==> config.mk <==
export PLATFORM = sky130hd
export DESIGN_NAME = eln_seq
export DESIGN_NICKNAME = d
export VERILOG_FILES = /design/src/rtl/eln_seq.sv
export SDC_FILE = /design/constraint.sdc
export NUM_CORES = 1
export LEC_CHECK = 0
export CAP_MARGIN = 5
export CORE_ASPECT_RATIO = 0.9
export CORE_UTILIZATION = 60
export DETAILED_ROUTE_END_ITERATION = 10
export PLACE_DENSITY_LB_ADDON = 0.08
export SKIP_LAST_GASP = 1
export SYNTH_ARGS = -nofsm -noshare
export SYNTH_HDL_FRONTEND = slang
export SYNTH_SLANG_ARGS = --single-unit
==> constraint.sdc <==
create_clock -name clk -period 13 [get_ports clk]
set_input_delay 3.25 -clock clk [delete_from_list [all_inputs] [get_ports clk]]
set_output_delay 3.25 -clock clk [all_outputs]
set_load 0.01 [all_outputs]
==> src/rtl/eln_seq.sv <==
// Multi-cycle fixed-point natural logarithm: normalise x = m*2^k, then shrink ln(m)
// by greedy multiplicative normalisation with one ln(1+2^-i) table entry per cycle.
module eln_seq #(
  parameter int unsigned TOTAL_BITS      = 32,
  parameter int unsigned FRACTIONAL_BITS = 16,
  parameter int unsigned ITERATIONS      = 16,
  parameter int unsigned GUARD_BITS      = 4
) (
  input  logic                  clk,
  input  logic                  reset_n,
  input  logic                  in_valid,
  output logic                  in_ready,
  input  logic [TOTAL_BITS-1:0] x,
  output logic                  out_valid,
  input  logic                  out_ready,
  output logic [TOTAL_BITS-1:0] out,
  output logic                  domain_err
);

  localparam int unsigned FG  = FRACTIONAL_BITS + GUARD_BITS;
  localparam int unsigned W   = TOTAL_BITS + GUARD_BITS + 2;
  localparam int unsigned PW  = $clog2(TOTAL_BITS);
  localparam int unsigned KW  = $clog2(TOTAL_BITS + FRACTIONAL_BITS + 1) + 1;
  localparam int unsigned IW  = $clog2(ITERATIONS + 1);
  localparam int unsigned SHR = (TOTAL_BITS >= FG) ? TOTAL_BITS - FG : 0;
  localparam int unsigned SHL = (FG > TOTAL_BITS) ? FG - TOTAL_BITS : 0;

  // ln(1+2^-i) scaled by 2^FG and rounded; i=0 yields ln2 via -ln(1-1/2).
  function automatic longint ln_fixed(input int i);
    longint s;
    longint term;
    int     sh;
    s = 0;
    for (int n = 1; n <= 60; n++) begin
      sh = (i == 0) ? 60 - n : 60 - n * i;
      if (sh >= 0) begin
        term = (longint'(1) << sh) / longint'(n);
        if ((i != 0) && (n % 2 == 0)) s = s - term;
        else                          s = s + term;
      end
    end
    return (s + (longint'(1) << (59 - int'(FG)))) >>> (60 - int'(FG));
  endfunction

  localparam logic        [W-1:0]          ONE     = W'(1) << FG;
  localparam logic signed [W-1:0]          HALF    = W'((64'd1 << GUARD_BITS) >> 1);
  localparam logic signed [W-1:0]          LN2     = W'(ln_fixed(0));
  localparam logic        [TOTAL_BITS-1:0] NEG_MIN = TOTAL_BITS'(1) << (TOTAL_BITS - 1);

  typedef enum logic [2:0] {IDLE, NORM, ITER, FIN, DONE} state_t;

  logic [W-1:0] ln_tab [ITERATIONS+1];

  for (genvar g = 0; g <= ITERATIONS; g++) begin : g_tab
    localparam logic [W-1:0] LN_I = W'(ln_fixed(g));
    assign ln_tab[g] = LN_I;
  end

  state_t                 state, state_nxt;
  logic [TOTAL_BITS-1:0]  x_hold, x_hold_nxt;
  logic [W-1:0]           m, m_nxt;
  logic signed [W-1:0]    acc, acc_nxt;
  logic signed [KW-1:0]   k, k_nxt;
  logic                   err, err_nxt;
  logic [IW-1:0]          iter, iter_nxt;
  logic [TOTAL_BITS-1:0]  out_nxt;
  logic                   out_valid_nxt, in_ready_nxt, domain_err_nxt;

  logic [PW-1:0]          msb;
  logic [TOTAL_BITS-1:0]  xs;
  logic [W-1:0]           t;
  logic signed [W-1:0]    k_ext;

  // Next-state and datapath updates for every phase of the computation.
  always_comb begin
    state_nxt      = state;
    x_hold_nxt     = x_hold;
    m_nxt          = m;
    acc_nxt        = acc;
    k_nxt          = k;
    err_nxt        = err;
    iter_nxt       = iter;
    out_nxt        = out;
    out_valid_nxt  = out_valid;
    in_ready_nxt   = in_ready;
    domain_err_nxt = domain_err;
    msb            = '0;
    xs             = '0;
    t              = m + (m >> iter);
    k_ext          = W'(k);

    case (state)
      IDLE: begin
        if (in_valid) begin
          x_hold_nxt   = x;
          in_ready_nxt = 1'b0;
          state_nxt    = NORM;
        end
      end
      NORM: begin
        for (int b = 0; b < int'(TOTAL_BITS); b++) begin
          if (x_hold[b]) msb = PW'(b);
        end
        // Place the leading one at weight 0.5 in the FG-fraction m register.
        xs       = x_hold << (PW'(TOTAL_BITS - 1) - msb);
        iter_nxt = IW'(1);
        acc_nxt  = '0;
        if ($signed(x_hold) <= 0) begin
          err_nxt = 1'b1;
        end else begin
          err_nxt = 1'b0;
          k_nxt   = KW'(msb) - KW'(FRACTIONAL_BITS - 1);
          m_nxt   = (W'(xs) >> SHR) << SHL;
        end
        state_nxt = ITER;
      end
      ITER: begin
        if (t <= ONE) begin
          m_nxt   = t;
          acc_nxt = acc - $signed(ln_tab[iter]);
        end
        if (iter == IW'(ITERATIONS)) state_nxt = FIN;
        else                         iter_nxt  = iter + IW'(1);
      end
      FIN: begin
        if (err) begin
          out_nxt        = NEG_MIN;
          domain_err_nxt = 1'b1;
        end else begin
          out_nxt        = TOTAL_BITS'((acc + k_ext * LN2 + HALF) >>> GUARD_BITS);
          domain_err_nxt = 1'b0;
        end
        out_valid_nxt = 1'b1;
        state_nxt     = DONE;
      end
      DONE: begin
        if (out_ready) begin
          out_valid_nxt = 1'b0;
          in_ready_nxt  = 1'b1;
          state_nxt     = IDLE;
        end
      end
      default: begin
        state_nxt    = IDLE;
        in_ready_nxt = 1'b1;
      end
    endcase
  end

  always_ff @(posedge clk or negedge reset_n) begin
    if (!reset_n) begin
      state      <= IDLE;
      x_hold     <= '0;
      m          <= '0;
      acc        <= '0;
      k          <= '0;
      err        <= 1'b0;
      iter       <= '0;
      out        <= '0;
      out_valid  <= 1'b0;
      in_ready   <= 1'b1;
      domain_err <= 1'b0;
    end else begin
      state      <= state_nxt;
      x_hold     <= x_hold_nxt;
      m          <= m_nxt;
      acc        <= acc_nxt;
      k          <= k_nxt;
      err        <= err_nxt;
      iter       <= iter_nxt;
      out        <= out_nxt;
      out_valid  <= out_valid_nxt;
      in_ready   <= in_ready_nxt;
      domain_err <= domain_err_nxt;
    end
  end

endmodule

; Word level (Yosys, flattened, before mapping)
; Memory sizes are Yosys's and may differ from the RTL's.
; Cells that the tools add are included.
[word_totals]
mem_count = 1
regBits = 158
romBits = 1216
word_cells = 104
in_bits = 36
output_inout_bits = 35
[classes]
mul = 1
n_mux = 53
n_lt_le_gt_ge = 3
bitwise = 3
add_sub_neg = 7
reduce_logical = 12
n_eq_ne = 11
shifts = 2
[mem_list]
columns = memory, words, word_bits, read_ports, rd_ports_with_merged_regs, wr, line
row1 = (name not given), 32, 38, 1, 0, 0, 120  ; acc_nxt = acc - $signed(ln_tab[iter]);
[op_table]
columns = operator, count
row1 = 38-bit two-way mux, 5
row2 = 5-bit two-way mux, 32
row3 = 38-bit case mux with 2 select lines, 2
row4 = 38-bit adder, 1
row5 = "38-bit by 21-bit <= comparator with 1-bit output, second input constant", 1
row6 = 38-bit by 5-bit right shift with 38-bit output, 1
row7 = 38-bit subtractor, 1
row8 = 36-bit by 27-bit adder with 36-bit output, 1
row9 = "36-bit by 5-bit adder with 36-bit output, second input constant", 1
row10 = "32-bit by 1-bit <= comparator with 1-bit output, second input constant", 1
row11 = 32-bit two-way mux, 1
row12 = 32-bit by 5-bit left shift with 32-bit output, 1
row13 = "6-bit by 21-bit multiplier with 27-bit output, second input constant", 1
row14 = 3-bit case mux with 5 select lines, 1
row15 = "2-bit inequality test, second input constant", 6
row16 = 5-bit case mux with 2 select lines, 1
row17 = 2-bit AND reduction, 5
row18 = 3-bit two-way mux, 3
row19 = 3-bit AND reduction, 3
row20 = "3-bit by 2-bit == test with 1-bit output, second input constant", 2
row21 = "6-bit greater-or-equal comparator, second input constant", 1
row22 = 1-bit two-way mux, 6
row23 = 5-bit inverter with 6-bit output, 1
row24 = "5-bit by 4-bit subtractor with 6-bit output, second input constant", 1
row25 = other kinds (11), 13

; Depth between registers and ports, before layout
[depth]
depth_word = 36
depth_mapped = 26
ltp_nobuf = 21

; Worst setup path before layout
; No wires, ideal clock.
[synth_timing]
path_kind = reg2reg
start = reg iter[0]
end = reg m[0]
period_less_slack_ps = 6129
path_stages_with_launch = 25
t_arrival_ps = 6005
n_path_buf = 4
path_slack_ps = 6871
setup_time_ps = 125
cell_sequence = dfrtp_1 clkbuf_1 clkbuf_1 clkbuf_1 mux2i_1 nand2_1 o21ai_0 nor2_1 a21oi_1 nand2_1 o21ai_0 mux2i_1 ha_1 nor2_1 or3b_4 o311a_1 or2_2 xnor2_1 nor4_1 a31oi_1 or4_1 or4_4 buf_6 nand2_2 mux2_2
[synth_between]
elab_chain_len = 5
elab_cells_between_ends = 7
cone_classes = 1 x add/sub / 1 x order compare / 1 x eq/ne / 1 x shift / 2 x mux / 1 x reduce/logical
[synth_rtl]
columns = item, line
row1 = start: declaration, 65  ; logic [IW-1:0] iter, iter_nxt;
row2 = start signal: assignment, 170  ; iter <= iter_nxt;
row3 = 38-bit by 5-bit right shift with 38-bit output *, 89  ; t = m + (m >> iter);
row4 = 38-bit adder *, 89
row5 = 38-bit by 21-bit <= comparator with 1-bit output, 118  ; if (t <= ONE) begin
row6 = 2-bit inequality test (no source line), n/a
row7 = 3-bit AND reduction (no source line), n/a
row8 = end signal: assignment, 166  ; m <= m_nxt;
row9 = end: declaration, 61  ; logic [W-1:0] m, m_nxt;
; Every way passes the cells marked *; elsewhere a longest branch is shown, timed or not. The select of a mux whose other input is x is not followed.
; A chain may end at the register's enable or synchronous reset.

; Worst setup path after layout
[layout_timing]
start = reg iter[0]
end = reg acc[16]
[layout_between]
elab_chain_len = 7
elab_cells_between_ends = 12
cone_classes = 2 x add/sub / 1 x order compare / 1 x eq/ne / 1 x shift / 4 x mux / 1 x bitwise / 1 x reduce/logical / 1 x memory
[layout_rtl]
columns = item, line
row1 = "parallel branches: the longest is 7 deep, another holds 38-bit adder", n/a
row2 = end signal: assignment, 167  ; acc <= acc_nxt;
row3 = end: declaration, 62  ; logic signed [W-1:0] acc, acc_nxt;
; Parallel ways; which one is timed is not known. The select of a mux whose other input is x is not followed.

==> impl.org <==
** Synthesis
- For this run, the leading register cell type out of synthesis is dfrtp_1.
- Average size of a mapped cell :: 8.22 sq um
- Ys async rst share :: 100%
- The synthesized netlist occupies a cell area of 16500 sq um.
- Sequential elements use a little under a quarter of the synthesized area.
- Counting every instance in the synthesized netlist gives 2006.
- Synthesis produced a netlist with a net count of 2240.
- Basic-gate share of the synthesized area counting and, or, nand and nor cells :: roughly a fifth
- The Yosys step of the flow raised 0 warnings.
- Main combinational cell family by area after synthesis :: compound AO/OA/AOI/OAI gates
- Yosys mapped a number of flops with a built-in enable equal to 0.
- Counting flops and latches in the post-synthesis netlist gives 156.
- In this run, distinct cell masters in the synthesized netlist total 84.
- Multiplexer share of the synthesized area :: under 10%
- Of the total synthesized cell area, the portion taken by full adders, half adders and majority gates is 16.5%.
- Area share of xor/xnor cells in the synthesized design :: 3.67%
- Summing the areas of all compound-gate instances in the mapped netlist gives 22.4% of the synthesized area.

** Global routing
- Entering global routing, the biggest net connects 95 pins.
- Antenna violations before repair :: 0
- The first global-routing pass estimated 79500 um of wire.
- Total global routing overflow :: 0
- Vias in the first global route :: about 15000
- Global router's overall resource usage :: 35.4%

** STA
- Setup-violating endpoint count in the final report :: 0
- Transition time at the pin with the least slew margin :: roughly 1.3 ns
- Total Negative Setup Slacks :: 0 ns
- Dividing the final minimum period by the clock period gives 56.5%.
- Measured against its own limit, the worst slew margin works out to 15.7%.
- Hold timing on the final database bottoms out at a slack of 0.482 ns.
- The number of hold-slack violations in the final timing report was 0.
- Setup repair after global routing left no endpoint under its margin.
- Timing would allow up to ~140 MHz.
- Minimum clock period after layout :: 7.35 ns
- On the final layout, the worst clock skew is between 0.015 and 0.02 ns.
- Number of slew-limit violations in the final report :: 0

** Clock network
- TritonCTS built the clock tree.
- Buffers inserted to repair hold after CTS numbered 0.
- Clock-pin slew was measured on the worst setup and hold paths at 0.08 ns.
- The longest clock path from root to sink contains 2 buffers.
- Insertion delay of the later-clocked pin in the worst-skew pair :: 0.45 ns
- The clock drives 156 sinks.
- Buffer count from post-CTS setup fixing :: 0
- Number of buffers created by CTS :: 17
- In this run the number of H-tree levels came out at 4.
- Clock Tree Root :: clkbuf_16
- The number of gates resized after CTS was 0.

** Drt
- After detailed routing, the total wire length is ~49000 um.
- Drt drc :: 0
- Via total after detailed routing :: roughly 16000
- Dividing the detail-routed via count by the number of cells gives 6.65.
- After the first detailed-routing iteration, the DRC count stood at 1577.
- Average wire per cell in the routed design :: 20.6 um
- The pre-antenna-repair detailed-routing pass consisted of 6 iterations.
- Count of nets left with antenna violations after detail routing :: 0

** Setup path
- Worst endpoint required time :: 13.33 ns
- The largest individual stage delay along the critical path comes from the cell nor4_2.
- Critical Path Start Type :: register
- The largest single stage delay on the critical path is about 0.8 ns.
- The worst setup path is of the register to register kind.
- Crit Path Max Fanout :: 45
- The most numerous cell type found on the critical path is o21ai_0.
- Data arrival time of the critical path :: 7.68 ns
- The critical path goes through buf_4 -> mux2_2 -> o21ai_0 -> o21ai_0 -> mux2i_1 -> mux2i_1 -> ha_1 -> fa_1 -> a211oi_2 -> nor3_1 -> o21ai_0 -> nand2_1 -> a31oi_1 -> o21ai_1 -> xor2_1 -> or4_1 -> nor4_2 -> nor2_1 -> buf_4 -> o41ai_1.
- Category of the worst setup path capture point :: register

** Die
- The die is 177 um wide.
- Die Height :: 159 um
- Core area :: approximately 27000 sq um
- For this design the top-level I/O count stands at 71.
- Rows :: 57
- Once the floorplan was initialized, standard cells occupied 61.1% of the core.
- The die covers 28100 sq um.

** Cells and area
- Filler-free cell count of the finished design :: 2370
- Across the whole layout, storage elements account for 3910 sq um.
- Multi-input gate area :: 11800 sq um
- Post-layout utilization of the core :: 66.6%
- In the final layout, the share of cells above drive strength 1 is between 7 and 8%.
- Fillers :: 2301
- Net count, final :: 2237
- Final antenna diode count :: 0
- Relative to the synthesized area, the layout overhead comes to 8.95%.

** Place
- Detailed placement finished with a half-perimeter wire length of 36600 um.
- In this run, placement finished with an instance count of between 2000 and 2500.
- Routability Congestion :: 0.977
- Port-buffer cells :: 70

** Status
- Result of the run :: complete, no violations

** Hold path
- The min-delay analysis places its worst path in the category register to register.

** Flow run
- Total of max-cap violations :: 0
-- flip-flops by register name (all words and copies together) (netlist names) --
signal      flops
m              38
out            32
out_valid       1
state           3
acc            36
iter            5
domain_err      1
err             1
k               6
in_ready        1
x_hold         32
-- cell usage after synthesis (all sizes together), types with 16 or more instances --
library cell,number,share of area (%)
nand4,16,0.61
a21oi,133,4.0
mux2i,42,2.6
nand2b,24,0.91
a211oi,35,1.7
nand2,211,4.8
o21ai,138,4.2
nor2,141,3.2
xor2,36,1.9
nor4,26,1.1
fa,33,4.0
nand3,112,3.4
clkbuf,91,2.1
dfrtp,155,24
o211ai,19,0.87
xnor2,33,1.8
and2,19,0.72
inv,91,2.1
nor2b,25,0.95
and3,33,1.3
mux4,17,2.3
a31oi,29,1.1
mux2,48,3.3
o31ai,42,2.0
nor3,36,1.1
o21a,17,0.77
ha,165,13
a21o,36,1.6
buf,21,0.55
-- critical path, delay by kind of cell, from the launching register on --
family / cells / cell delay, ns
AND/OR/NAND/NOR: 5 / 2.09
adder cells (fa/ha/maj): 2 / 0.70
AO/OA/AOI/OAI: 7 / 2.09
buffers and inverters: 2 / 0.86
XOR/XNOR: 1 / 0.15
multiplexers: 3 / 0.81
flip-flops: 1 / 0.50
-- metrics by stage --
stage	worst slack (ns)	instance area, sq um
floorplan	6.87	16500
global placement	6.06	17400
detailed placement	5.79	17400
CTS	5.73	18000
global route	4.95	18000
finish	5.65	18000
-- cells in the final DEF (no fill, tap or decap), types with 24 or more instances in the layout --
master,n
a31oi_1,28
a21oi_1,131
and3_1,33
mux2_2,48
nor3_1,36
nor2_1,141
xnor2_1,33
a21o_1,36
nand2_1,210
dfrtp_1,153
mux2i_1,42
fa_1,33
nor4_1,24
a211oi_1,33
o31ai_1,41
nand2b_1,24
clkdlybuf4s50_1,69
nor2b_1,25
ha_1,165
xor2_1,36
inv_1,90
nand3_1,112
o21ai_0,134
-- layer usage --
layer | GRT usage [%] | wire, um | up-vias
met4 | 11.4 | 1340 | 0
met5 | 0 | 0 | -
met3 | 6.88 | 4050 | 104
met1 | 47.6 | 20700 | 7577
met2 | 57.1 | 22800 | 699
li1 | - | - | 7381
-- logic make-up after synthesis --
family                     Yosys count
xor gates and xnor gates            69
AOI/OAI and AO/OA                  567
and+or+nand+nor                    704
buffers and inverters              205
DFF                                156
adders and majority gates          198
muxes                              107
-- worst paths after layout --
kind                         start  endpoint  slack [ns]  cells past startpoint
hold reg to reg            out[16]   out[16]        0.48                      2
setup / recovery           iter[0]   acc[16]        5.65                     20
min in group asynchronous  reset_n   out[12]        2.89                      1
hold / removal             out[16]   out[16]        0.48                      2
setup reg to reg           iter[0]   acc[16]        5.65                     20
max in group asynchronous  reset_n   iter[0]        8.72                      2
-- cell type report --
class | instances | area share, %
Multi-Input combinational cell | 1645 | 65.8
Sequential cell | 156 | 21.8
Timing Repair Buffer | 90 | 4.75
Tap cell | 354 | 2.47
Clock buffer | 17 | 2.37
Inverter | 93 | 1.94
Clock inverter | 15 | 0.927
Power is not shown: default switching activity piles up to over one toggle a cycle in this logic, so the estimate is an artifact.
